--- src/rtl/encoder_frame_sequencer_pkg.sv ---
// ---------------------------------------------------------------------------
// encoder_frame_sequencer_pkg : shared ieee80211 defs (rates, N_DBPS, SIGNAL layout)
// Rev 1.0
// ---------------------------------------------------------------------------
`default_nettype none

package encoder_frame_sequencer_pkg;

  // Rate codes as {R1,R2,R3,R4}, R1 in the MSB of the 4-bit code
  localparam logic [3:0] RATE_6M  = 4'b1101;
  localparam logic [3:0] RATE_9M  = 4'b1111;
  localparam logic [3:0] RATE_12M = 4'b0101;
  localparam logic [3:0] RATE_18M = 4'b0111;
  localparam logic [3:0] RATE_24M = 4'b1001;
  localparam logic [3:0] RATE_36M = 4'b1011;
  localparam logic [3:0] RATE_48M = 4'b0001;
  localparam logic [3:0] RATE_54M = 4'b0011;

  localparam int TAIL_BITS    = 6;
  localparam int SERVICE_BITS = 16;

  localparam int SIG_RATE_LSB   = 0;
  localparam int SIG_RESERVED   = 4;
  localparam int SIG_LENGTH_LSB = 5;
  localparam int SIG_PARITY     = 17;
  localparam int SIG_BODY_BITS  = 17;

  typedef enum logic [2:0] {
    ST_IDLE    = 3'd0,
    ST_CALC    = 3'd1,
    ST_SIGNAL  = 3'd2,
    ST_PAYLOAD = 3'd3,
    ST_PAD     = 3'd4
  } seq_state_t;

  // Zero marks an illegal rate code
  function automatic logic [7:0] rate_ndbps(input logic [3:0] rate);
    case (rate)
      RATE_6M:  rate_ndbps = 8'd24;
      RATE_9M:  rate_ndbps = 8'd36;
      RATE_12M: rate_ndbps = 8'd48;
      RATE_18M: rate_ndbps = 8'd72;
      RATE_24M: rate_ndbps = 8'd96;
      RATE_36M: rate_ndbps = 8'd144;
      RATE_48M: rate_ndbps = 8'd192;
      RATE_54M: rate_ndbps = 8'd216;
      default:  rate_ndbps = 8'd0;
    endcase
  endfunction

  function automatic logic rate_is_legal(input logic [3:0] rate);
    rate_is_legal = (rate_ndbps(rate) != 8'd0);
  endfunction

endpackage

`default_nettype wire

--- src/rtl/encoder_frame_sequencer_signal_field_builder.sv ---
// ---------------------------------------------------------------------------
// signal_field_builder : 24-bit SIGNAL word from rate code and length
// Rev 1.0
// ---------------------------------------------------------------------------
`default_nettype none

module signal_field_builder
  import encoder_frame_sequencer_pkg::*;
(
  input  logic [3:0]  rate,
  input  logic [11:0] length,
  output logic [23:0] signal_word
);

  logic [SIG_BODY_BITS-1:0] body;

  always_comb begin
    body = '0;
    // R1 is the first bit on air, so the code is bit-reversed into [3:0]
    body[SIG_RATE_LSB +: 4]    = {rate[0], rate[1], rate[2], rate[3]};
    body[SIG_RESERVED]         = 1'b0;
    body[SIG_LENGTH_LSB +: 12] = length;
    signal_word                = '0;
    signal_word[SIG_BODY_BITS-1:0] = body;
    signal_word[SIG_PARITY]    = ^body;
  end

endmodule

`default_nettype wire

--- src/rtl/encoder_frame_sequencer.sv ---
// ---------------------------------------------------------------------------
// encoder_frame_sequencer : SIGNAL / payload / pad word sequencer ahead of the encoder
// Rev 1.0
// ---------------------------------------------------------------------------
`default_nettype none

module encoder_frame_sequencer
  import encoder_frame_sequencer_pkg::*;
#(
  parameter int WIDTH = 24
) (
  input  logic             aclk,
  input  logic             areset,
  input  logic [3:0]       cfg_rate,
  input  logic [11:0]      cfg_length,
  input  logic             cfg_valid,
  output logic             cfg_ready,
  input  logic [WIDTH-1:0] s_axis_tdata,
  input  logic             s_axis_tvalid,
  output logic             s_axis_tready,
  input  logic             s_axis_tlast,
  output logic [WIDTH-1:0] m_axis_tdata,
  output logic [3:0]       m_axis_tuser,
  output logic             m_axis_tvalid,
  input  logic             m_axis_tready,
  output logic             m_axis_tlast,
  output logic             busy,
  output logic             err
);

  localparam logic [15:0] WORD_STEP = 16'(WIDTH);
  localparam logic [15:0] TAIL_PAD  = 16'(TAIL_BITS);

  seq_state_t       state_q,   state_d;
  logic [3:0]       rate_q,    rate_d;
  logic [11:0]      length_q,  length_d;
  logic [7:0]       ndbps_q,   ndbps_d;
  logic [15:0]      nbits_q,   nbits_d;
  logic [15:0]      acc_q,     acc_d;
  logic [15:0]      bit_cnt_q, bit_cnt_d;
  logic [WIDTH-1:0] tdata_q,   tdata_d;
  logic [3:0]       tuser_q,   tuser_d;
  logic             tvalid_q,  tvalid_d;
  logic             tlast_q,   tlast_d;
  logic             err_q,     err_d;

  logic             out_load;
  logic [WIDTH-1:0] keep_mask;
  logic [23:0]      signal_word;
  logic [15:0]      acc_sum;
  logic [15:0]      bit_cnt_next;

  signal_field_builder u_signal (
    .rate        (rate_q),
    .length      (length_q),
    .signal_word (signal_word)
  );

  assign out_load      = ~tvalid_q | m_axis_tready;
  // A new descriptor waits until the previous frame's last word has left
  assign cfg_ready     = ~areset & (state_q == ST_IDLE) & ~tvalid_q;
  assign s_axis_tready = (state_q == ST_PAYLOAD) & out_load;
  assign busy          = (state_q != ST_IDLE);
  assign m_axis_tdata  = tdata_q;
  assign m_axis_tuser  = tuser_q;
  assign m_axis_tvalid = tvalid_q;
  assign m_axis_tlast  = tlast_q;
  assign err           = err_q;

  assign acc_sum      = acc_q + {8'd0, ndbps_q};
  assign bit_cnt_next = bit_cnt_q + WORD_STEP;

  always_comb begin
    keep_mask = '0;
    for (int j = 0; j < WIDTH; j++) begin
      keep_mask[j] = (bit_cnt_q + 16'(j)) < nbits_q;
    end
  end

  always_comb begin
    state_d   = state_q;
    rate_d    = rate_q;
    length_d  = length_q;
    ndbps_d   = ndbps_q;
    nbits_d   = nbits_q;
    acc_d     = acc_q;
    bit_cnt_d = bit_cnt_q;
    tdata_d   = tdata_q;
    tuser_d   = tuser_q;
    tvalid_d  = tvalid_q;
    tlast_d   = tlast_q;
    err_d     = 1'b0;

    if (tvalid_q && m_axis_tready) begin
      tvalid_d = 1'b0;
    end

    case (state_q)
      ST_IDLE: begin
        if (cfg_valid && cfg_ready) begin
          if (rate_is_legal(cfg_rate)) begin
            rate_d    = cfg_rate;
            length_d  = cfg_length;
            ndbps_d   = rate_ndbps(cfg_rate);
            nbits_d   = 16'(SERVICE_BITS) + {1'b0, cfg_length, 3'b000};
            acc_d     = '0;
            bit_cnt_d = '0;
            state_d   = ST_CALC;
          end else begin
            err_d = 1'b1;
          end
        end
      end

      // acc ends as N_SYM*N_DBPS, the data-field size in bits
      ST_CALC: begin
        acc_d = acc_sum;
        if (acc_sum >= nbits_q + TAIL_PAD) begin
          state_d = ST_SIGNAL;
        end
      end

      ST_SIGNAL: begin
        if (out_load) begin
          tdata_d  = signal_word;
          tuser_d  = RATE_6M;
          tvalid_d = 1'b1;
          tlast_d  = 1'b0;
          state_d  = ST_PAYLOAD;
        end
      end

      ST_PAYLOAD: begin
        if (s_axis_tvalid && s_axis_tready) begin
          tdata_d   = s_axis_tdata & keep_mask;
          tuser_d   = rate_q;
          tvalid_d  = 1'b1;
          tlast_d   = 1'b0;
          bit_cnt_d = bit_cnt_next;
          if (s_axis_tlast != (bit_cnt_next >= nbits_q)) begin
            err_d = 1'b1;
          end
          if (bit_cnt_next >= nbits_q) begin
            if (bit_cnt_next >= acc_q) begin
              tlast_d = 1'b1;
              state_d = ST_IDLE;
            end else begin
              state_d = ST_PAD;
            end
          end
        end
      end

      ST_PAD: begin
        if (out_load) begin
          tdata_d   = '0;
          tuser_d   = rate_q;
          tvalid_d  = 1'b1;
          bit_cnt_d = bit_cnt_next;
          tlast_d   = (bit_cnt_next >= acc_q);
          if (bit_cnt_next >= acc_q) begin
            state_d = ST_IDLE;
          end
        end
      end

      default: state_d = ST_IDLE;
    endcase
  end

  always_ff @(posedge aclk) begin
    if (areset) begin
      state_q   <= ST_IDLE;
      rate_q    <= '0;
      length_q  <= '0;
      ndbps_q   <= '0;
      nbits_q   <= '0;
      acc_q     <= '0;
      bit_cnt_q <= '0;
      tdata_q   <= '0;
      tuser_q   <= '0;
      tvalid_q  <= 1'b0;
      tlast_q   <= 1'b0;
      err_q     <= 1'b0;
    end else begin
      state_q   <= state_d;
      rate_q    <= rate_d;
      length_q  <= length_d;
      ndbps_q   <= ndbps_d;
      nbits_q   <= nbits_d;
      acc_q     <= acc_d;
      bit_cnt_q <= bit_cnt_d;
      tdata_q   <= tdata_d;
      tuser_q   <= tuser_d;
      tvalid_q  <= tvalid_d;
      tlast_q   <= tlast_d;
      err_q     <= err_d;
    end
  end

endmodule

`default_nettype wire

--- config.mk ---
export PLATFORM = sky130hd
export DESIGN_NAME = encoder_frame_sequencer
export DESIGN_NICKNAME = d
export VERILOG_FILES = /design/src/rtl/encoder_frame_sequencer_pkg.sv /design/src/rtl/encoder_frame_sequencer_signal_field_builder.sv /design/src/rtl/encoder_frame_sequencer.sv
export SDC_FILE = /design/constraint.sdc
export NUM_CORES = 1
export LEC_CHECK = 0
export ABC_AREA = 1
export CORE_MARGIN = 1.5
export CORE_UTILIZATION = 40
export CTS_CLUSTER_DIAMETER = 150
export CTS_CLUSTER_SIZE = 30
export DETAILED_ROUTE_END_ITERATION = 12
export MAX_ROUTING_LAYER = met4
export PLACE_DENSITY = 0.62
export SKIP_LAST_GASP = 1
export SLEW_MARGIN = 10
export SYNTH_ARGS = -nofsm -noshare
export SYNTH_HDL_FRONTEND = slang
export SYNTH_SLANG_ARGS = --single-unit
--- constraint.sdc ---
create_clock -name aclk -period 3.5 [get_ports aclk]
set_input_delay 0.525 -clock aclk [delete_from_list [all_inputs] [get_ports aclk]]
set_output_delay 0.525 -clock aclk [all_outputs]
set_load 0.02 [all_outputs]
==> results of run 1 <==
area by class of cell:
| type | instances | area (sq um) | area share (%) |
|---|---|---|---|
| antenna | 1 | 2.50 | 0.0228 |
| inverter | 165 | 622 | 5.67 |
| sequential | 95 | 1900 | 17.3 |
| multi-input combinational | 1079 | 6780 | 61.8 |
| clock buffer | 10 | 229 | 2.09 |
| clock inverter | 6 | 63.8 | 0.582 |
| tap | 319 | 399 | 3.64 |
| timing repair buffer | 104 | 973 | 8.87 |
per-stage QoR:
| step | TNS [ps] | std cells |
|---|---|---|
| finish | 0 | 1779 |
| global placement | 0 | 1762 |
| floorplan | 0 | 1397 |
| detailed placement | 0 | 1762 |
| CTS | 0 | 1778 |
| global route | -6.98 | 1779 |
synthesized netlist by cell type (all sizes together):
cell type,number
xor2,63
dfxtp,95
mux2i,1
clkbuf,36
o221ai,3
a22oi,15
o21bai,3
inv,163
xnor2,13
a21boi,1
o211ai,4
nor2,102
a21o,4
nand2,286
nand4,38
o21ai,81
nand3b,12
buf,22
o21a,1
ha,162
a211oi,6
o22ai,1
and2,5
a31o,1
a2111oi,1
nand3,62
nor4,3
a31oi,5
clkinv,2
fa,1
o31ai,2
a21oi,176
nor3,23
or2,4
logic make-up (layout without fill, tap and decap cells):
| family | Yosys count | count (layout) | synth area share (%) |
|---|---|---|---|
| muxes | 1 | 1 | 0.105 |
| adders and majority gates | 163 | 163 | 21.4 |
| and+or+nand+nor | 535 | 535 | 24.9 |
| other | 0 | 1 | 0 |
| AOI/OAI and AO/OA | 304 | 304 | 17.3 |
| xor gates and xnor gates | 76 | 76 | 6.95 |
| buffers and inverters | 223 | 285 | 9.49 |
| DFF | 95 | 95 | 19.9 |
layer usage:
metal	wire length [microns]	track usage, %	vias up
met5	0	-	-
met4	546	6.83	0
met3	1630	3.07	37
met2	14200	42.1	270
met1	14100	33.3	4387
li1	-	-	4820
power breakdown:
| part | switching [mW] | total (mW) | internal, mW |
|---|---|---|---|
| logic | 2.12 | 3.24 | 1.12 |
| registers | 0.165 | 1.42 | 1.26 |
| clock network | 0.521 | 1.02 | 0.504 |
worst max path at each step:
stage / startpoint / endpoint / slack, ps / cells past startpoint
floorplan: bit_cnt_q[4] / m_axis_tdata[9] / 740 / 15
global placement: acc_q[2] / state_q[2] / 380 / 20
detailed placement: acc_q[2] / state_q[2] / 330 / 20
CTS: acc_q[2] / state_q[2] / 310 / 20
global route: acc_q[2] / state_q[2] / -7 / 20
finish: bit_cnt_q[3] / state_q[0] / 320 / 15
what timing repair did:
action | 4_1_cts | 5_1_grt
endpoints found under the setup margin | 0 | 2
hold buffers | 0 | 0
resized for setup | 0 | 5
endpoints found under the hold margin | 0 | 0
state kept, by name, indices dropped and copies added (netlist names):
register / cells
m_axis_tdata: 24
acc_q: 14
bit_cnt_q: 13
length_q: 12
nbits_q: 12
ndbps_q: 6
m_axis_tuser: 4
rate_q: 4
state_q: 3
err: 1
m_axis_tlast: 1
m_axis_tvalid: 1
worst max-delay path: stages (launching register included):
cell and delay, ps:
dfxtp_1 620, inv_1 130, ha_1 260, nor2_1 270
nand3_1 140, xor2_1 280, ha_1 300, nand2_1 80
inv_1 40, a21oi_1 130, o21ai_0 90, nor2_1 210
nand3_1 200, nand2_1 140, nand2_1 50, a21oi_1 140
==> metrics.md, run 1 <==
| Metric | Value |
|---|---|
| Clk_skew | `between 10 and 15 ps` |
| Status | `completed` |
| Achievable frequency | `approximately 310 MHz` |
| Hold path cells | `2` |
| Worst-Margin Slew | `790 ps` |
| Total Power | `5.68 mW` |
| Total track usage | `between 20% and 30%` |
| Fin nets | `1,663` |
| Most common cell after layout, fill and taps aside | `nand2_1` |
| Finished Cell Area | `roughly 0.011 sq mm` |
| Worst-path clk slew | `90 ps` |
| FF+latch count, synth | `95` |
| Hold path startpoint | `m_axis_tdata[20]` |
| Minimum hold slack | `about 470 ps` |
| Critical R2R Launch | `bit_cnt_q[3]` |
| Post-synth top area cell | `ha_1` |
| Htree depth | `3` |
| Die W | `158 microns` |
| R2R setup slack | `320 ps` |
| Mapped Area | `0.00958 sq mm` |
| TritonRoute pass-1 iters | `5` |
| Pre-CTS setup slack | `331 ps` |
| Via count | `9,514` |
| Min cycle time layout | `between 3000 and 4000 ps` |
| Synthesized area per cell | `about 6.9 sq um` |
| FF-to-FF path depth | `15` |
| Yosys cell types | `between 40 and 50` |
| Hold EP | `m_axis_tdata[20]` |
| Syn Inst Count | `1,397` |
| Share of post-route cells with drive strength above 1 | `between 5 and 6%` |
| Area of the core | `0.0235 sq mm` |
| Rel. slew slack | `47.2%` |
| Post-DRT Antenna Nets | `0` |
| Synthesized net count | `1,606` |
| Area contributors post-synth | `ha_1 (21%), dfxtp_1 (20%), nand2_1 (11%), a21oi_1 (9.1%), inv_1 (6.2%)` |
| Number of clock buffers inserted by TritonCTS | `9` |
| Area grow syn2layout | `14.5%` |
| Routed WL | `30,400 microns` |
| Die Y | `158 microns` |
| Overflow after GRT | `0` |
| Initial Utilization | `40.8%` |
| Hpwl dp | `24,000 microns` |
| CTS tree | `yes` |
| Gpl congestion | `approximately 0.99` |
| Worst R2R End | `state_q[0]` |
| Clk buf depth | `2` |
| Final count of negative-setup-slack endpoints | `0` |
| First-pass GRT wire length | `47,500 microns` |
| Worst hold path type | `reg2reg` |
| DR iter-0 viols | `604` |
| Port Buffer Count | `79` |
| Syn. warnings | `0` |
| Largest net degree at the start of global routing | `45` |
| Maximum vdd drop | `354 uV` |
| Via density | `5.35` |
| Die footprint | `0.0249 sq mm` |
| Final core occ | `46.7%` |
| Critical Path End Type | `flip-flop` |
| Yosys top cell area share | `21.2%` |
| CP required | `3790 ps` |
| CP Launch Type | `flip-flop` |
| Leakage | `approximately 5.3 nW` |
| Initial antenna violation count | `1` |
| Post-CTS Setup Inserts | `0` |
| Sequential-to-total area share from yosys stat | `19.9%` |
| WP data arrival | `between 3000 and 4000 ps` |
| Most frequent cells in the layout | `nand2_1 (280), a21oi_1 (174), ha_1 (162)` |
| FP Rows | `56` |
| PnR worst setup slack | `321 ps` |
| Num ports | `80` |
| Post-DP Area | `0.0107 sq mm` |
| Tcrit/Tclk final | `90.8%` |
| P per Cell Area | `518 mW/mm^2` |
| CP max FO | `8` |
| Final max-slew violation count | `0` |
| WL/cell | `17.1 microns` |
| Clock sinks | `95` |
| Max-Cap Viols | `0` |
| Setup CP Type | `reg2reg` |
| Post-route DRC | `0` |
| Later-pin clock latency in the skew report | `around 370 ps` |
| CTS Root Cell | `clkbuf_16` |
| # fillers | `2,385` |
| Vias in the first global route | `8,868` |
| Hold Vio Cnt, Final | `0` |
(Power assumes the default switching activity.)
==> run 2, diff against run 1 <==
==> constraint.sdc (replaced) <==
create_clock -name aclk -period 3.2 [get_ports aclk]
set_input_delay 0.48 -clock aclk [delete_from_list [all_inputs] [get_ports aclk]]
set_output_delay 0.48 -clock aclk [all_outputs]
set_load 0.05 [all_outputs]
==> run 2 against run 1 <==
  * Utilization up 0.72 points
  * Design area rose by 1.6%
  * Sequential cell count unchanged
  * Die area is the same
  * Sequential power increased by 8%
  * Combinational power is 18% higher
  * Largest cell class unchanged
  * Power grew 14%
==> metrics.md, run 2 (synthesis gave the netlist of run 1 again) <==
| Metric | Value |
|---|---|
| CTS tree | `yes` |
| Largest net degree at the start of global routing | `37` |
| Clock sinks | `95` |
| Most frequent cells in the layout | `nand2_1 (279), a21oi_1 (174), ha_1 (160)` |
| Setup CP Type | `reg2reg` |
| Later-pin clock latency in the skew report | `370 ps` |
| Htree depth | `3` |
| Worst R2R End | `m_axis_tdata[9]` |
| Max reg flops | `24` |
| CTS Root Cell | `clkbuf_16` |
| DR iter-0 viols | `604` |
| CP Launch Type | `flip-flop` |
| P per Cell Area | `582 mW/mm^2` |
| Overflow after GRT | `0` |
| Critical path's largest stage delay | `450 ps` |
| Initial antenna violation count | `0` |
| R2R setup slack | `190 ps` |
| Post-DRT Antenna Nets | `0` |
| Final max-slew violation count | `0` |
| Post-route DRC | `0` |
| Setup crit end | `m_axis_tdata[9]` |
| FF-to-FF path depth | `15` |
| Fin nets | `1,680` |
| Critical R2R Launch | `bit_cnt_q[4]` |
| Post-Layout Cell Count | `1,795` |
| Number of clock buffers inserted by TritonCTS | `9` |
| Via count | `just under 10,000` |
| Pre-CTS setup slack | `191 ps` |
| CP required | `3450 ps` |
| Hpwl dp | `between 20,000 and 25,000 microns` |
| Die footprint | `0.0249 sq mm` |
| Ant. Diodes | `0` |
| Worst-Margin Slew | `roughly 820 ps` |
| Post-DP Area | `0.0108 sq mm` |
| Tcrit/Tclk final | `94.2%` |
| Crit path top cell by count | `nand2_1` |
| Maximum vdd drop | `about 720 uV` |
| Most common cell after layout, fill and taps aside | `nand2_1` |
| Port Buffer Count | `79` |
| Initial Utilization | `40.8%` |
| Achievable frequency | `around 330 MHz` |
| Total track usage | `25.3%` |
| Unrepaired setup endpoints after global routing | `true` |
| Finished Cell Area | `0.0111 sq mm` |
| Hold Vio Cnt, Final | `0` |
| Routed WL | `a little over 30,000 microns` |
| Gpl congestion | `around 0.99` |
| Num ports | `80` |
| Via density | `5.35` |
| CP max-delay cell | `dfxtp_1` |
| Area of the core | `about 0.023 sq mm` |
| TritonRoute pass-1 iters | `5` |
| Critical Path Start | `bit_cnt_q[4]` |
| Leakage | `5.43 nW` |
| Rel. slew slack | `between 40% and 50%` |
| Max-Cap Viols | `0` |
| WP data arrival | `between 3000 and 4000 ps` |
| Clk buf depth | `2` |
| Clk_skew | `15.1 ps` |
| Crit-path cells | `ha_1, nand2_2, nor3_2, nand2_1, xor2_1, inv_1, a21oi_1, buf_4, inv_1, ha_1, nand2_1, nor4_2, nand2_1, nand4_1, a21oi_1` |
| FP Rows | `56` |
| Worst hold path type | `reg2reg` |
| Die W | `158 microns` |
| Critical Path End Type | `flip-flop` |
| Hold buffer count at cts | `0` |
| Status | `completed` |
| Final count of negative-setup-slack endpoints | `0` |
| Die Y | `158 microns` |
| PnR worst setup slack | `around 190 ps` |
| Total Power | `6.48 mW` |
| CP max FO | `6` |
| Dpl cells | `1,777` |
| Setup TNS | `0 ps` |
| WL/cell | `around 17 microns` |
| Min cycle time layout | `approximately 3000 ps` |
| First-pass GRT wire length | `47,100 microns` |
| Worst-path clk slew | `80 ps` |
| Share of post-route cells with drive strength above 1 | `6.98%` |
| Area grow syn2layout | `16.3%` |
| Vias in the first global route | `approximately 9,000` |
run 2: changes by cell type in the layout (fill, tap and decap cells not counted), sizes merged:
cell / previous run / this run
clkbuf: 10 / 9
diode: 1 / 0
buf: 26 / 43
inv: 166 / 167
run 2: how the worst min path moves through the flow:
stage,cells past startpoint,to,from
final,2,m_axis_tdata[20],m_axis_tdata[20]
after global routing,2,m_axis_tdata[4],m_axis_tdata[4]
after CTS,2,ndbps_q[4],ndbps_q[4]
after detailed placement,2,ndbps_q[4],ndbps_q[4]
after global placement,2,m_axis_tdata[19],m_axis_tdata[19]
after floorplan,2,ndbps_q[4],ndbps_q[4]
run 2: per-stage QoR:
step / utilization, % / hold WS (ps)
after floorplan: - / 444
after global placement: 45.9 / 459
after detailed placement: 45.9 / 462
after CTS: 47.2 / 472
after global routing: 47.5 / 489
final: 47.5 / 469
run 2: worst max-delay path: cells and delay by family, from the launching register on:
| kind | cells | cell delay, ps |
|---|---|---|
| simple gates | 7 | 1110 |
| flops | 1 | 450 |
| buf+inv | 3 | 310 |
| xor+xnor | 1 | 220 |
| fa+ha+maj | 2 | 520 |
| compound gates | 2 | 280 |
run 2: area by class of cell:
type                    count  area, sq um
fillers                  2430        12300
multi-input cells        1079         6820
well taps                 319          399
repair buffers            121         1100
clock buffers               9          225
flip-flops and latches     95         1900
inverters                 165          622
clock inverters             7         72.6
run 2: power by group:
part | total (mW) | switching (mW) | internal [mW]
Clock | 1.11 | 0.556 | 0.553
Combinational | 3.83 | 2.58 | 1.25
Sequential | 1.54 | 0.166 | 1.38
Total | 6.48 | 3.30 | 3.18
run 2: timing repair:
item	in CTS	in global routing
gates resized for setup	0	12
endpoints found under the setup margin	0	5
buffers inserted	0	2
run 2: per-layer routing:
metal	global-route usage (%)	part of all wire, %	up-vias
met5	-	0	-
met4	8.18	2.7	0
met3	3.12	5.3	51
met2	40.8	46	272
met1	32.7	46	4451
li1	-	-	4831
